[config.mk]
export PLATFORM = sky130hd
export DESIGN_NAME = program_loader
export DESIGN_NICKNAME = d
export VERILOG_FILES = /design/src/rtl/program_loader_pkg.sv /design/src/rtl/loader_write_port.sv /design/src/rtl/program_loader.sv
export SDC_FILE = /design/constraint.sdc
export NUM_CORES = 1
export LEC_CHECK = 0
export ABC_AREA = 1
export BUFFER_PORTS_ARGS = -buffer_cell sky130_fd_sc_hd__buf_4
export CORE_ASPECT_RATIO = 1.1
export CORE_MARGIN = 2
export CORE_UTILIZATION = 62
export CTS_CLUSTER_SIZE = 16
export DETAILED_ROUTE_END_ITERATION = 10
export GPL_TIMING_DRIVEN = 0
export PLACE_DENSITY = 0.86
export SLEW_MARGIN = 20
export SYNTH_ARGS = -nofsm -noshare
export SYNTH_HDL_FRONTEND = slang
export SYNTH_SLANG_ARGS = --single-unit
[constraint.sdc]
create_clock -name loader_clk -period 2.7 [get_ports loader_clk]
set_clock_uncertainty 0.1 [all_clocks]
set_input_delay 0.405 -clock loader_clk [delete_from_list [all_inputs] [get_ports loader_clk]]
set_output_delay 0.405 -clock loader_clk [all_outputs]
set_load 0.01 [all_outputs]
[src/rtl/program_loader_pkg.sv]
// Shared types and helpers for the program loader: FSM states, write payload, bank mapping.
package program_loader_pkg;

    localparam int unsigned BYTE_W      = 8;
    localparam int unsigned ADDR_W_DEF  = 16;
    localparam int unsigned BYTE_ADDR_W = 16;
    localparam logic [BYTE_W-1:0] SYNC_BYTE_DEF = 8'hA5;

    // byte_addr[0] selects the bank: 0 = bank 1 (upper byte), 1 = bank 2 (lower byte)
    localparam logic BANK_UPPER = 1'b0;
    localparam logic BANK_LOWER = 1'b1;

    typedef enum logic [2:0] {
        ST_IDLE,
        ST_ADDR_HI,
        ST_ADDR_LO,
        ST_LEN_HI,
        ST_LEN_LO,
        ST_DATA,
        ST_CSUM,
        ST_DONE
    } state_t;

    typedef struct packed {
        logic [BYTE_ADDR_W-1:0] byte_addr;
        logic [BYTE_W-1:0]      data;
    } wr_req_t;

    // Both banks share one word address; the low byte-address bit only picks the bank.
    function automatic logic [BYTE_ADDR_W-1:0] bank_addr(input logic [BYTE_ADDR_W-1:0] byte_addr);
        return {1'b0, byte_addr[BYTE_ADDR_W-1:1]};
    endfunction

endpackage

[src/rtl/loader_write_port.sv]
// Registered bank-write stage: one accepted payload byte becomes a one-cycle strobe
// on the bank chosen by the byte address, with address/data held until the next write.
module loader_write_port
    import program_loader_pkg::*;
#(
    parameter int unsigned ADDR_W = ADDR_W_DEF
) (
    input  logic              clk,
    input  logic              rst,
    input  logic              wr_fire,
    input  wr_req_t           wr_req,
    output logic [ADDR_W-1:0] mem_addr,
    output logic [BYTE_W-1:0] mem_data,
    output logic              wr_en_1,
    output logic              wr_en_2
);

    always_ff @(posedge clk) begin
        if (rst) begin
            mem_addr <= '0;
            mem_data <= '0;
            wr_en_1  <= 1'b0;
            wr_en_2  <= 1'b0;
        end else begin
            wr_en_1 <= wr_fire && (wr_req.byte_addr[0] == BANK_UPPER);
            wr_en_2 <= wr_fire && (wr_req.byte_addr[0] == BANK_LOWER);
            if (wr_fire) begin
                mem_addr <= ADDR_W'(bank_addr(wr_req.byte_addr));
                mem_data <= wr_req.data;
            end
        end
    end

endmodule

[src/rtl/program_loader.sv]
// Framed byte-stream loader (sync, addr, len, payload) that fills the two data banks
// and holds the CPU while a frame is in flight. Optional trailing checksum: LOADER_CHECKSUM_EN.
module program_loader
    import program_loader_pkg::*;
#(
    parameter logic [7:0]  SYNC_BYTE = SYNC_BYTE_DEF,
    parameter int unsigned ADDR_W    = ADDR_W_DEF
) (
    input  logic              loader_clk,
    input  logic              loader_rst,
    input  logic [7:0]        ld_in_data,
    input  logic              ld_in_valid,
    output logic              ld_in_ready,
    output logic [ADDR_W-1:0] ld_mem_addr,
    output logic [7:0]        ld_mem_data,
    output logic              ld_mem_wr_en_1,
    output logic              ld_mem_wr_en_2,
    output logic              ld_cpu_hold,
    output logic              ld_done,
    output logic              ld_error
);

`ifdef LOADER_CHECKSUM_EN
    localparam state_t TAIL_STATE = ST_CSUM;
`else
    localparam state_t TAIL_STATE = ST_DONE;
`endif

    state_t                 state_q, state_d;
    logic [BYTE_ADDR_W-1:0] byte_addr_q, byte_addr_d;
    logic [15:0]            remaining_q, remaining_d;
    logic [BYTE_W-1:0]      sum_q, sum_d;
    logic                   error_q, error_d;
    logic                   ready_q, hold_q, done_q;
    logic                   accept;
    logic                   wr_fire;
    wr_req_t                wr_req;

    assign accept = ld_in_valid && ready_q;
    assign wr_req = '{byte_addr: byte_addr_q, data: ld_in_data};

    // Next-state and counter updates; every state but DONE advances only on an accepted byte.
    always_comb begin
        state_d     = state_q;
        byte_addr_d = byte_addr_q;
        remaining_d = remaining_q;
        sum_d       = sum_q;
        error_d     = error_q;
        wr_fire     = 1'b0;
        case (state_q)
            ST_IDLE: begin
                if (accept && ld_in_data == SYNC_BYTE) begin
                    state_d = ST_ADDR_HI;
                    sum_d   = '0;
                    error_d = 1'b0;
                end
            end
            ST_ADDR_HI: begin
                if (accept) begin
                    byte_addr_d = {ld_in_data, byte_addr_q[7:0]};
                    state_d     = ST_ADDR_LO;
                end
            end
            ST_ADDR_LO: begin
                if (accept) begin
                    byte_addr_d = {byte_addr_q[15:8], ld_in_data};
                    state_d     = ST_LEN_HI;
                end
            end
            ST_LEN_HI: begin
                if (accept) begin
                    remaining_d = {ld_in_data, remaining_q[7:0]};
                    state_d     = ST_LEN_LO;
                end
            end
            ST_LEN_LO: begin
                if (accept) begin
                    remaining_d = {remaining_q[15:8], ld_in_data};
                    state_d     = ({remaining_q[15:8], ld_in_data} == 16'd0) ? TAIL_STATE : ST_DATA;
                end
            end
            ST_DATA: begin
                if (accept) begin
                    wr_fire     = 1'b1;
                    byte_addr_d = byte_addr_q + 16'd1;
                    remaining_d = remaining_q - 16'd1;
                    sum_d       = sum_q + ld_in_data;
                    if (remaining_q == 16'd1) begin
                        state_d = TAIL_STATE;
                    end
                end
            end
`ifdef LOADER_CHECKSUM_EN
            ST_CSUM: begin
                if (accept) begin
                    if (ld_in_data != sum_q) begin
                        error_d = 1'b1;
                    end
                    state_d = ST_DONE;
                end
            end
`endif
            ST_DONE: begin
                state_d = ST_IDLE;
            end
            default: begin
                state_d = ST_IDLE;
            end
        endcase
    end

    // State register
    always_ff @(posedge loader_clk) begin
        if (loader_rst) begin
            state_q <= ST_IDLE;
        end else begin
            state_q <= state_d;
        end
    end

    // Counters and registered handshake/status outputs, decoded from the upcoming state.
    always_ff @(posedge loader_clk) begin
        if (loader_rst) begin
            byte_addr_q <= '0;
            remaining_q <= '0;
            sum_q       <= '0;
            error_q     <= 1'b0;
            ready_q     <= 1'b1;
            hold_q      <= 1'b0;
            done_q      <= 1'b0;
        end else begin
            byte_addr_q <= byte_addr_d;
            remaining_q <= remaining_d;
            sum_q       <= sum_d;
            error_q     <= error_d;
            ready_q     <= (state_d != ST_DONE);
            hold_q      <= (state_d != ST_IDLE);
            done_q      <= (state_d == ST_DONE);
        end
    end

    assign ld_in_ready = ready_q;
    assign ld_cpu_hold = hold_q;
    assign ld_done     = done_q;
`ifdef LOADER_CHECKSUM_EN
    assign ld_error    = error_q;
`else
    assign ld_error    = 1'b0;
`endif

    loader_write_port #(
        .ADDR_W (ADDR_W)
    ) u_write_port (
        .clk      (loader_clk),
        .rst      (loader_rst),
        .wr_fire  (wr_fire),
        .wr_req   (wr_req),
        .mem_addr (ld_mem_addr),
        .mem_data (ld_mem_data),
        .wr_en_1  (ld_mem_wr_en_1),
        .wr_en_2  (ld_mem_wr_en_2)
    );

endmodule
==> results of run 1 <==
worst max-delay path: stages, from the launching register on:
cell                      delay [ps]
sky130_fd_sc_hd__dfxtp_1         470
sky130_fd_sc_hd__ha_1            290
sky130_fd_sc_hd__nand2_1         170
sky130_fd_sc_hd__nor2_1          180
sky130_fd_sc_hd__nand2_1         130
sky130_fd_sc_hd__o21ai_0         200
sky130_fd_sc_hd__nand3_1         110
sky130_fd_sc_hd__a21oi_1         130
area by class of cell:
class	count	area, sq um	area share
multi-input combinational	375	1774	0.4463
tap	75	93.84	0.02361
timing repair buffer	38	285.3	0.07177
inverter	68	256.5	0.06453
sequential	63	1261	0.3173
buffer	18	95.09	0.02392
clock buffer	13	168.9	0.04249
clock inverter	3	40.04	0.01007
registers in the layout, indices dropped and copies added (netlist names), 3 cells and up:
| name | flops |
|---|---|
| byte_addr_q | 16 |
| remaining_q | 16 |
| state_q | 3 |
| u_write_port.mem_addr | 15 |
| u_write_port.mem_data | 8 |
per-layer routing:
layer  vias up  track usage  routed length [um]
li1       1813            -                   -
met1      1626       0.3630                3771
met2       157       0.5549                4560
met3        32      0.05644                 636
met4         0       0.1768                 319
met5         -            0                   0
cell usage in the layout (no fill, tap or decap):
master                       n
sky130_fd_sc_hd__a21o_1      1
sky130_fd_sc_hd__a21oi_1    59
sky130_fd_sc_hd__a22oi_1     2
sky130_fd_sc_hd__a31oi_1     4
sky130_fd_sc_hd__buf_2       7
sky130_fd_sc_hd__buf_4      43
sky130_fd_sc_hd__bufinv_16   1
sky130_fd_sc_hd__clkbuf_1    7
sky130_fd_sc_hd__clkbuf_8   12
sky130_fd_sc_hd__clkinv_2    3
sky130_fd_sc_hd__conb_1      2
sky130_fd_sc_hd__dfxtp_1    63
sky130_fd_sc_hd__ha_1        3
sky130_fd_sc_hd__inv_1      62
sky130_fd_sc_hd__inv_2       5
sky130_fd_sc_hd__nand2_1    92
sky130_fd_sc_hd__nand2_2     2
sky130_fd_sc_hd__nand2_4     2
sky130_fd_sc_hd__nand3_1    38
sky130_fd_sc_hd__nand4_1     7
sky130_fd_sc_hd__nor2_1     68
sky130_fd_sc_hd__nor2_2      4
sky130_fd_sc_hd__nor3_1      4
sky130_fd_sc_hd__nor3_2      1
sky130_fd_sc_hd__o211a_1     1
sky130_fd_sc_hd__o21ai_0    67
sky130_fd_sc_hd__o21ai_1    10
sky130_fd_sc_hd__o21ai_4     1
sky130_fd_sc_hd__o21bai_1    1
sky130_fd_sc_hd__o22ai_1     1
sky130_fd_sc_hd__or2_2       3
sky130_fd_sc_hd__xor2_1      2
metrics by stage:
step           power (mW)  cell area (sq um)  setup slack, ps  utilization
6_report            1.867               3975            859.6       0.7465
2_1_floorplan      0.9820               3387             1231            -
4_1_cts             1.869               3975            921.5       0.7465
3_3_place_gp        1.013               3766            861.9       0.7072
3_5_place_dp        1.012               3766            777.9       0.7072
5_1_grt             1.911               3975            732.1       0.7465
cells by family after synthesis:
kind of cell	Yosys count
AND/OR/NAND/NOR	221
AO/OA/AOI/OAI	147
buffers and inverters	86
flip-flops	63
adder cells (fa/ha/maj)	3
XOR/XNOR	2
other	1
synthesized netlist by cell type:
cell type,number
sky130_fd_sc_hd__nand3_1,38
sky130_fd_sc_hd__nor3_2,1
sky130_fd_sc_hd__a21oi_1,59
sky130_fd_sc_hd__or2_2,3
sky130_fd_sc_hd__nor3_1,4
sky130_fd_sc_hd__o22ai_1,1
sky130_fd_sc_hd__buf_4,5
sky130_fd_sc_hd__dfxtp_1,63
sky130_fd_sc_hd__o21bai_1,1
sky130_fd_sc_hd__inv_2,5
sky130_fd_sc_hd__o21ai_1,10
sky130_fd_sc_hd__conb_1,1
sky130_fd_sc_hd__clkinv_2,1
sky130_fd_sc_hd__nor2_2,4
sky130_fd_sc_hd__nor2_1,68
sky130_fd_sc_hd__nand2_1,92
sky130_fd_sc_hd__clkbuf_1,6
sky130_fd_sc_hd__buf_2,7
sky130_fd_sc_hd__a31oi_1,4
sky130_fd_sc_hd__xor2_1,2
sky130_fd_sc_hd__a22oi_1,2
sky130_fd_sc_hd__o211a_1,1
sky130_fd_sc_hd__a21o_1,1
sky130_fd_sc_hd__nand2_2,2
sky130_fd_sc_hd__inv_1,62
sky130_fd_sc_hd__nand4_1,7
sky130_fd_sc_hd__o21ai_4,1
sky130_fd_sc_hd__nand2_4,2
sky130_fd_sc_hd__o21ai_0,67
sky130_fd_sc_hd__ha_1,3
worst max-delay path by stage:
| stage | to | depth (start not counted) | slack [ps] |
|---|---|---|---|
| 2_1_floorplan | byte_addr_q[4]$_SDFFE_PP0P_ | 9 | 1230 |
| 3_3_place_gp | u_write_port.mem_addr[3]$_SDFFE_PP0P_ | 6 | 860 |
| 3_5_place_dp | u_write_port.mem_addr[5]$_SDFFE_PP0P_ | 6 | 780 |
| 4_1_cts | byte_addr_q[14]$_SDFFE_PP0P_ | 7 | 920 |
| 5_1_grt | byte_addr_q[14]$_SDFFE_PP0P_ | 7 | 730 |
| 6_report | byte_addr_q[14]$_SDFFE_PP0P_ | 7 | 860 |
power breakdown:
| group | switching, mW | total (mW) | internal, mW |
|---|---|---|---|
| registers | 0.000614 | 0.930 | 0.929 |
| clock network | 0.374 | 0.874 | 0.499 |
| logic | 0.0424 | 0.0636 | 0.0212 |
==> impl_metrics.env, run 1 <==
export IMPL_status="completed"
export IMPL_ctsRootBufferMaster="sky130_fd_sc_hd__clkbuf_8"
export IMPL_grt_setup_unrepaired="false"
export IMPL_power_density_cell_area_nw_per_um2=469.8
export IMPL_pre_antenna_drt_iters=5
export IMPL_grt_pass1_vias=3337
export IMPL_timing_final_crit_share=0.6816
export IMPL_post_synth_fa_ha_maj_area_fraction=0.01109
export IMPL_timing_critical_path_from="byte_addr_q[0]$_SDFFE_PP0P_"
export IMPL_grt_max_degree=11
export IMPL_min_from="loader_rst"
export IMPL_tritoncts="yes"
export IMPL_post_cts_hold_buffers=0
export IMPL_critical_path_at_ps=2030
export IMPL_fp_dieArea_sq_um=6064
export IMPL_numPortBuffers=38
export IMPL_core_area_sq_um=5325
export IMPL_synth_area_in_compound_gates=0.2271
export IMPL_drt_iter0_drc=331
export IMPL_avgSynthCellArea_sq_um=6.469
export IMPL_worst_setup_end_kind="flop"
export IMPL_r2r_slack_ps=860
export IMPL_synth_xor_area_share=0.005178
export IMPL_largest_cells_by_area_after_synthesis="sky130_fd_sc_hd__dfxtp_1, sky130_fd_sc_hd__nand2_1, sky130_fd_sc_hd__o21ai_0, sky130_fd_sc_hd__a21oi_1, sky130_fd_sc_hd__nor2_1"
export IMPL_hold_path_endpoint="byte_addr_q[1]$_SDFFE_PP0P_"
export IMPL_grt_antenna_before_repair=0
export IMPL_reg2reg_to="byte_addr_q[14]$_SDFFE_PP0P_"
export IMPL_worstRegToRegCells=7
export IMPL_numPlacedInstances=637
export IMPL_worstPathRequired_ps=2890
export IMPL_min_delay_path_depth=2
export IMPL_synth_largest_area_cell="sky130_fd_sc_hd__dfxtp_1"
export IMPL_yosys_area_share_simple=0.2788
export IMPL_wl_mm=9.287
export IMPL_post_cts_buffers=0
export IMPL_std_cell_rows=28
export IMPL_n_antenna_cell=0
export IMPL_detail_placement_hpwl_mm=6.743
export IMPL_dr_total_vias=3628
export IMPL_floorplan_die_height_um=81.48
export IMPL_setup_violations=0
export IMPL_overflow=0
export IMPL_ir_worst_vdd_uv=278.6
export IMPL_report_final_hold_viol_count=0
export IMPL_layout_drive_gt1_share=0.1453
export IMPL_synth_cell_type_count=30
export IMPL_cts_repair_resized=0
export IMPL_vias_per_cell=5.556
export IMPL_gp_weighted_congestion=0.9299
export IMPL_synth_seq_cells=63
export IMPL_power_static_leakage_nw=1.857
export IMPL_min_path_type="in2reg"
export IMPL_fill_cells=460
export IMPL_yosysWarnings=0
export IMPL_peak_fanout_along_the_critical_path=7
export IMPL_numClockSinks=63
export IMPL_ioPinCount=41
export IMPL_crit_type="reg2reg"
export IMPL_max_freq_mhz=543.4
export IMPL_layout_nets=587
export IMPL_die_w_um=74.43
export IMPL_postSynthCellCount=523
export IMPL_cts_bufs_inserted=9
export IMPL_register_clock_pin_slew_on_the_reported_worst_setup_and_hold_paths_ps=70
export IMPL_insertion_delay_ps=350
export IMPL_initial_core_utilization=0.6353
export IMPL_start_kind="flop"
export IMPL_syn_area_sq_um=3383
export IMPL_netlist_area_leader_share=0.3728
export IMPL_beginning_of_the_worst_register_to_register_path="byte_addr_q[0]$_SDFFE_PP0P_"
export IMPL_synthToLayoutAreaGrowth_pct=17.49
export IMPL_fin_worst_hold_slack_ps=151.6
export IMPL_final_setup_tns_ps=0
export IMPL_drt_wirelength_per_cell_um=14.22
export IMPL_global_route_usage_total=0.3179
export IMPL_synth_mux_area_fraction=0
export IMPL_slew_viol_final=0
export IMPL_post_layout_nonfiller_instances=653
export IMPL_synth_top_family_by_area="simple AND/OR/NAND/NOR gates"
export IMPL_grt_pass1_wl_mm=14.86
export IMPL_post_route_drc_count=0
export IMPL_yosysSeqAreaShare=0.3728
export IMPL_finalWorstPathRequiredPeriod_ps=1840
export IMPL_drt_antenna_violating_nets=0
export IMPL_timing_max_cap_violations=0
export IMPL_clockBufferDepth=2
export IMPL_h_tree_depth=3
No activity file was read; power rests on OpenSTA's default activity.
==> run 2: changes to the inputs <==
--- a/config.mk
+++ b/config.mk
@@ -9,11 +9,11 @@
 export BUFFER_PORTS_ARGS = -buffer_cell sky130_fd_sc_hd__buf_4
 export CORE_ASPECT_RATIO = 1.1
 export CORE_MARGIN = 2
-export CORE_UTILIZATION = 62
+export CORE_UTILIZATION = 52
 export CTS_CLUSTER_SIZE = 16
 export DETAILED_ROUTE_END_ITERATION = 10
 export GPL_TIMING_DRIVEN = 0
-export PLACE_DENSITY = 0.86
+export PLACE_DENSITY = 0.77
 export SLEW_MARGIN = 20
 export SYNTH_ARGS = -nofsm -noshare
 export SYNTH_HDL_FRONTEND = slang
==> constraint.sdc (replaced) <==
create_clock -name loader_clk -period 1.5 [get_ports loader_clk]
set_clock_uncertainty 0.1 [all_clocks]
set_input_delay 0.225 -clock loader_clk [delete_from_list [all_inputs] [get_ports loader_clk]]
set_output_delay 0.225 -clock loader_clk [all_outputs]
set_load 0.01 [all_outputs]
==> run 2 against run 1 <==
  * The flow now finishes with violations (setup timing)
  * Cell count increased by 4.0%
  * Critical path depth is 1 higher
  * First-iteration DRC count grew 30%
  * Largest cell class unchanged
  * Critical endpoint is now byte_addr_q[6]$_SDFFE_PP0P_
  * Register-to-register slack lost 940 ps
  * Wire length grew 19%
==> impl_metrics.env, run 2 (synthesis gave the netlist of run 1 again) <==
export IMPL_status="complete, but fails checks"
export IMPL_violations="setup timing"
export IMPL_clockBufferDepth=2
export IMPL_timing_critical_path_from="state_q[2]$_SDFF_PP0_"
export IMPL_crit_type="reg2reg"
export IMPL_numPlacedInstances=642
export IMPL_pre_antenna_drt_iters=5
export IMPL_post_layout_nonfiller_instances=679
export IMPL_post_route_drc_count=0
export IMPL_min_delay_path_depth=3
export IMPL_beginning_of_the_worst_register_to_register_path="state_q[2]$_SDFF_PP0_"
export IMPL_core_area_sq_um=6231
export IMPL_global_route_usage_total=0.3009
export IMPL_insertion_delay_ps=350
export IMPL_drt_iter0_drc=429
export IMPL_biggestRegsByFlops="byte_addr_q (16), remaining_q (16), u_write_port.mem_addr (15)"
export IMPL_worst_setup_end_kind="flop"
export IMPL_drt_antenna_violating_nets=0
export IMPL_detailedPlace_worstSlack_ps=-259.4
export IMPL_worstSetupEndpoint="byte_addr_q[6]$_SDFFE_PP0P_"
export IMPL_final_common_cell="sky130_fd_sc_hd__nand2_1"
export IMPL_fp_dieArea_sq_um=7168
export IMPL_synthToLayoutAreaGrowth_pct=32.47
export IMPL_slew_viol_final=0
export IMPL_ir_worst_vdd_uv=558.0
export IMPL_min_path_type="in2reg"
export IMPL_fill_cells=506
export IMPL_report_power_total_mw=3.490
export IMPL_grt_setup_unrepaired="true"
export IMPL_critical_path_top_delay_family="compound AO/OA/AOI/OAI gates"
export IMPL_tritoncts="yes"
export IMPL_fin_worst_hold_slack_ps=20.40
export IMPL_peak_fanout_along_the_critical_path=9
export IMPL_initial_core_utilization=0.5430
export IMPL_overflow=0
export IMPL_register_clock_pin_slew_on_the_reported_worst_setup_and_hold_paths_ps=70
export IMPL_wl_mm=11.04
export IMPL_numClockSinks=63
export IMPL_mostFrequentLayoutCells="sky130_fd_sc_hd__nand2_1, sky130_fd_sc_hd__inv_1, sky130_fd_sc_hd__o21ai_0, sky130_fd_sc_hd__buf_4, sky130_fd_sc_hd__nor2_1"
export IMPL_h_tree_depth=3
export IMPL_std_cell_rows=30
export IMPL_layout_nets=608
export IMPL_vias_per_cell=5.801
export IMPL_worstRegToRegCells=8
export IMPL_power_density_cell_area_nw_per_um2=778.6
export IMPL_worst_path_buf_inv=3
export IMPL_reg2reg_to="byte_addr_q[6]$_SDFFE_PP0P_"
export IMPL_placed_area_sq_um=3772
export IMPL_drt_wirelength_per_cell_um=16.25
export IMPL_critical_path_at_ps=1760
export IMPL_die_w_um=80.91
export IMPL_r2r_slack_ps=-80
export IMPL_worstPathRequired_ps=1680
export IMPL_worstSetupPathDepth=8
export IMPL_start_kind="flop"
export IMPL_dr_total_vias=3939
export IMPL_grt_pass1_vias=3474
export IMPL_min_from="loader_rst"
export IMPL_report_final_hold_viol_count=0
export IMPL_path_cells="inv_4 -> nor2_4 -> buf_6 -> nand2_8 -> buf_4 -> a21oi_1 -> o21ai_0 -> a21oi_1"
export IMPL_n_antenna_cell=0
export IMPL_timing_max_cap_violations=0
export IMPL_timing_final_crit_share=1.052
export IMPL_final_setup_tns_ps=-168.9
export IMPL_ioPinCount=41
export IMPL_max_freq_mhz=633.6
export IMPL_detail_placement_hpwl_mm=6.947
export IMPL_gp_weighted_congestion=0.9366
export IMPL_critPathMaxStageDelay_ps=380
export IMPL_setup_violations=6
export IMPL_grt_antenna_before_repair=0
export IMPL_finish_instance_area_sq_um=4482
export IMPL_power_static_leakage_nw=2.025
export IMPL_grt_pass1_wl_mm=16.47
export IMPL_critical_path_slowest_cell="sky130_fd_sc_hd__dfxtp_4"
export IMPL_numPortBuffers=38
export IMPL_post_route_util=0.7193
export IMPL_setup_slack_ps=-78.37
export IMPL_ctsRootBufferMaster="sky130_fd_sc_hd__clkbuf_8"
export IMPL_floorplan_die_height_um=88.60
export IMPL_crit_path_frequent_cell="sky130_fd_sc_hd__a21oi_1"
export IMPL_grt_max_degree=11
export IMPL_finalWorstPathRequiredPeriod_ps=1578
export IMPL_layout_drive_gt1_share=0.2387
export IMPL_cts_bufs_inserted=9
[run 2: cell types whose count changed in the layout (fill, tap and decap cells not counted), moves of 4 or more]
cell                      delta
sky130_fd_sc_hd__dfxtp_2     +4
sky130_fd_sc_hd__buf_2       -6
sky130_fd_sc_hd__o21ai_0     -8
sky130_fd_sc_hd__o21ai_2     +5
sky130_fd_sc_hd__nand2_4     +4
sky130_fd_sc_hd__nor2_1     -11
sky130_fd_sc_hd__dfxtp_1     -8
sky130_fd_sc_hd__buf_6       +5
sky130_fd_sc_hd__dfxtp_4     +4
sky130_fd_sc_hd__nor2_4      +8
sky130_fd_sc_hd__inv_2       -4
sky130_fd_sc_hd__nand2_1     -8
sky130_fd_sc_hd__buf_4      +16
[run 2: worst min-delay path by stage]
stage                                       end  slack (ps)
floorplan           byte_addr_q[1]$_SDFFE_PP0P_         190
global placement    byte_addr_q[1]$_SDFFE_PP0P_         330
detailed placement  byte_addr_q[1]$_SDFFE_PP0P_         340
CTS                 remaining_q[2]$_SDFFE_PP0P_          10
global route        remaining_q[2]$_SDFFE_PP0P_          40
finish              remaining_q[2]$_SDFFE_PP0P_          20
[run 2: layout make-up]
type | instances | area [sq um] | share of cell area
Clock buffer | 13 | 158.9 | 0.03545
Sequential cell | 63 | 1281 | 0.2859
Multi-Input combinational cell | 376 | 1986 | 0.4430
Tap cell | 80 | 100.1 | 0.02233
Buffer | 18 | 137.6 | 0.03071
Inverter | 68 | 290.3 | 0.06477
Clock inverter | 3 | 65.06 | 0.01452
Timing Repair Buffer | 58 | 462.9 | 0.1033
[run 2: worst min-delay path: stages]
cell and delay, ps:
sky130_fd_sc_hd__buf_4 100, sky130_fd_sc_hd__a21o_1 80, sky130_fd_sc_hd__inv_1 30
[run 2: what timing repair did]
action,in CTS,in global routing
endpoints found under the hold margin,3,0
gates cloned,0,2
setup endpoints to repair,59,56
setup buffers,6,12
hold buffers,1,0
pin swaps,6,10
resized for setup,40,60
[run 2: metal layers]
metal | share of wire | vias to the layer above | track usage
met5 | 0 | - | 0
met4 | 0.056 | 0 | 0.1787
met3 | 0.075 | 64 | 0.04286
met2 | 0.48 | 230 | 0.5147
met1 | 0.39 | 1782 | 0.3576
li1 | - | 1863 | -
[run 2: power by group]
group	switching, mW	internal [mW]	leakage (nW)
clock network	0.664	1.03	0.114
registers	0.00121	1.67	0.511
logic	0.0897	0.0431	1.40
total	0.755	2.73	2.02
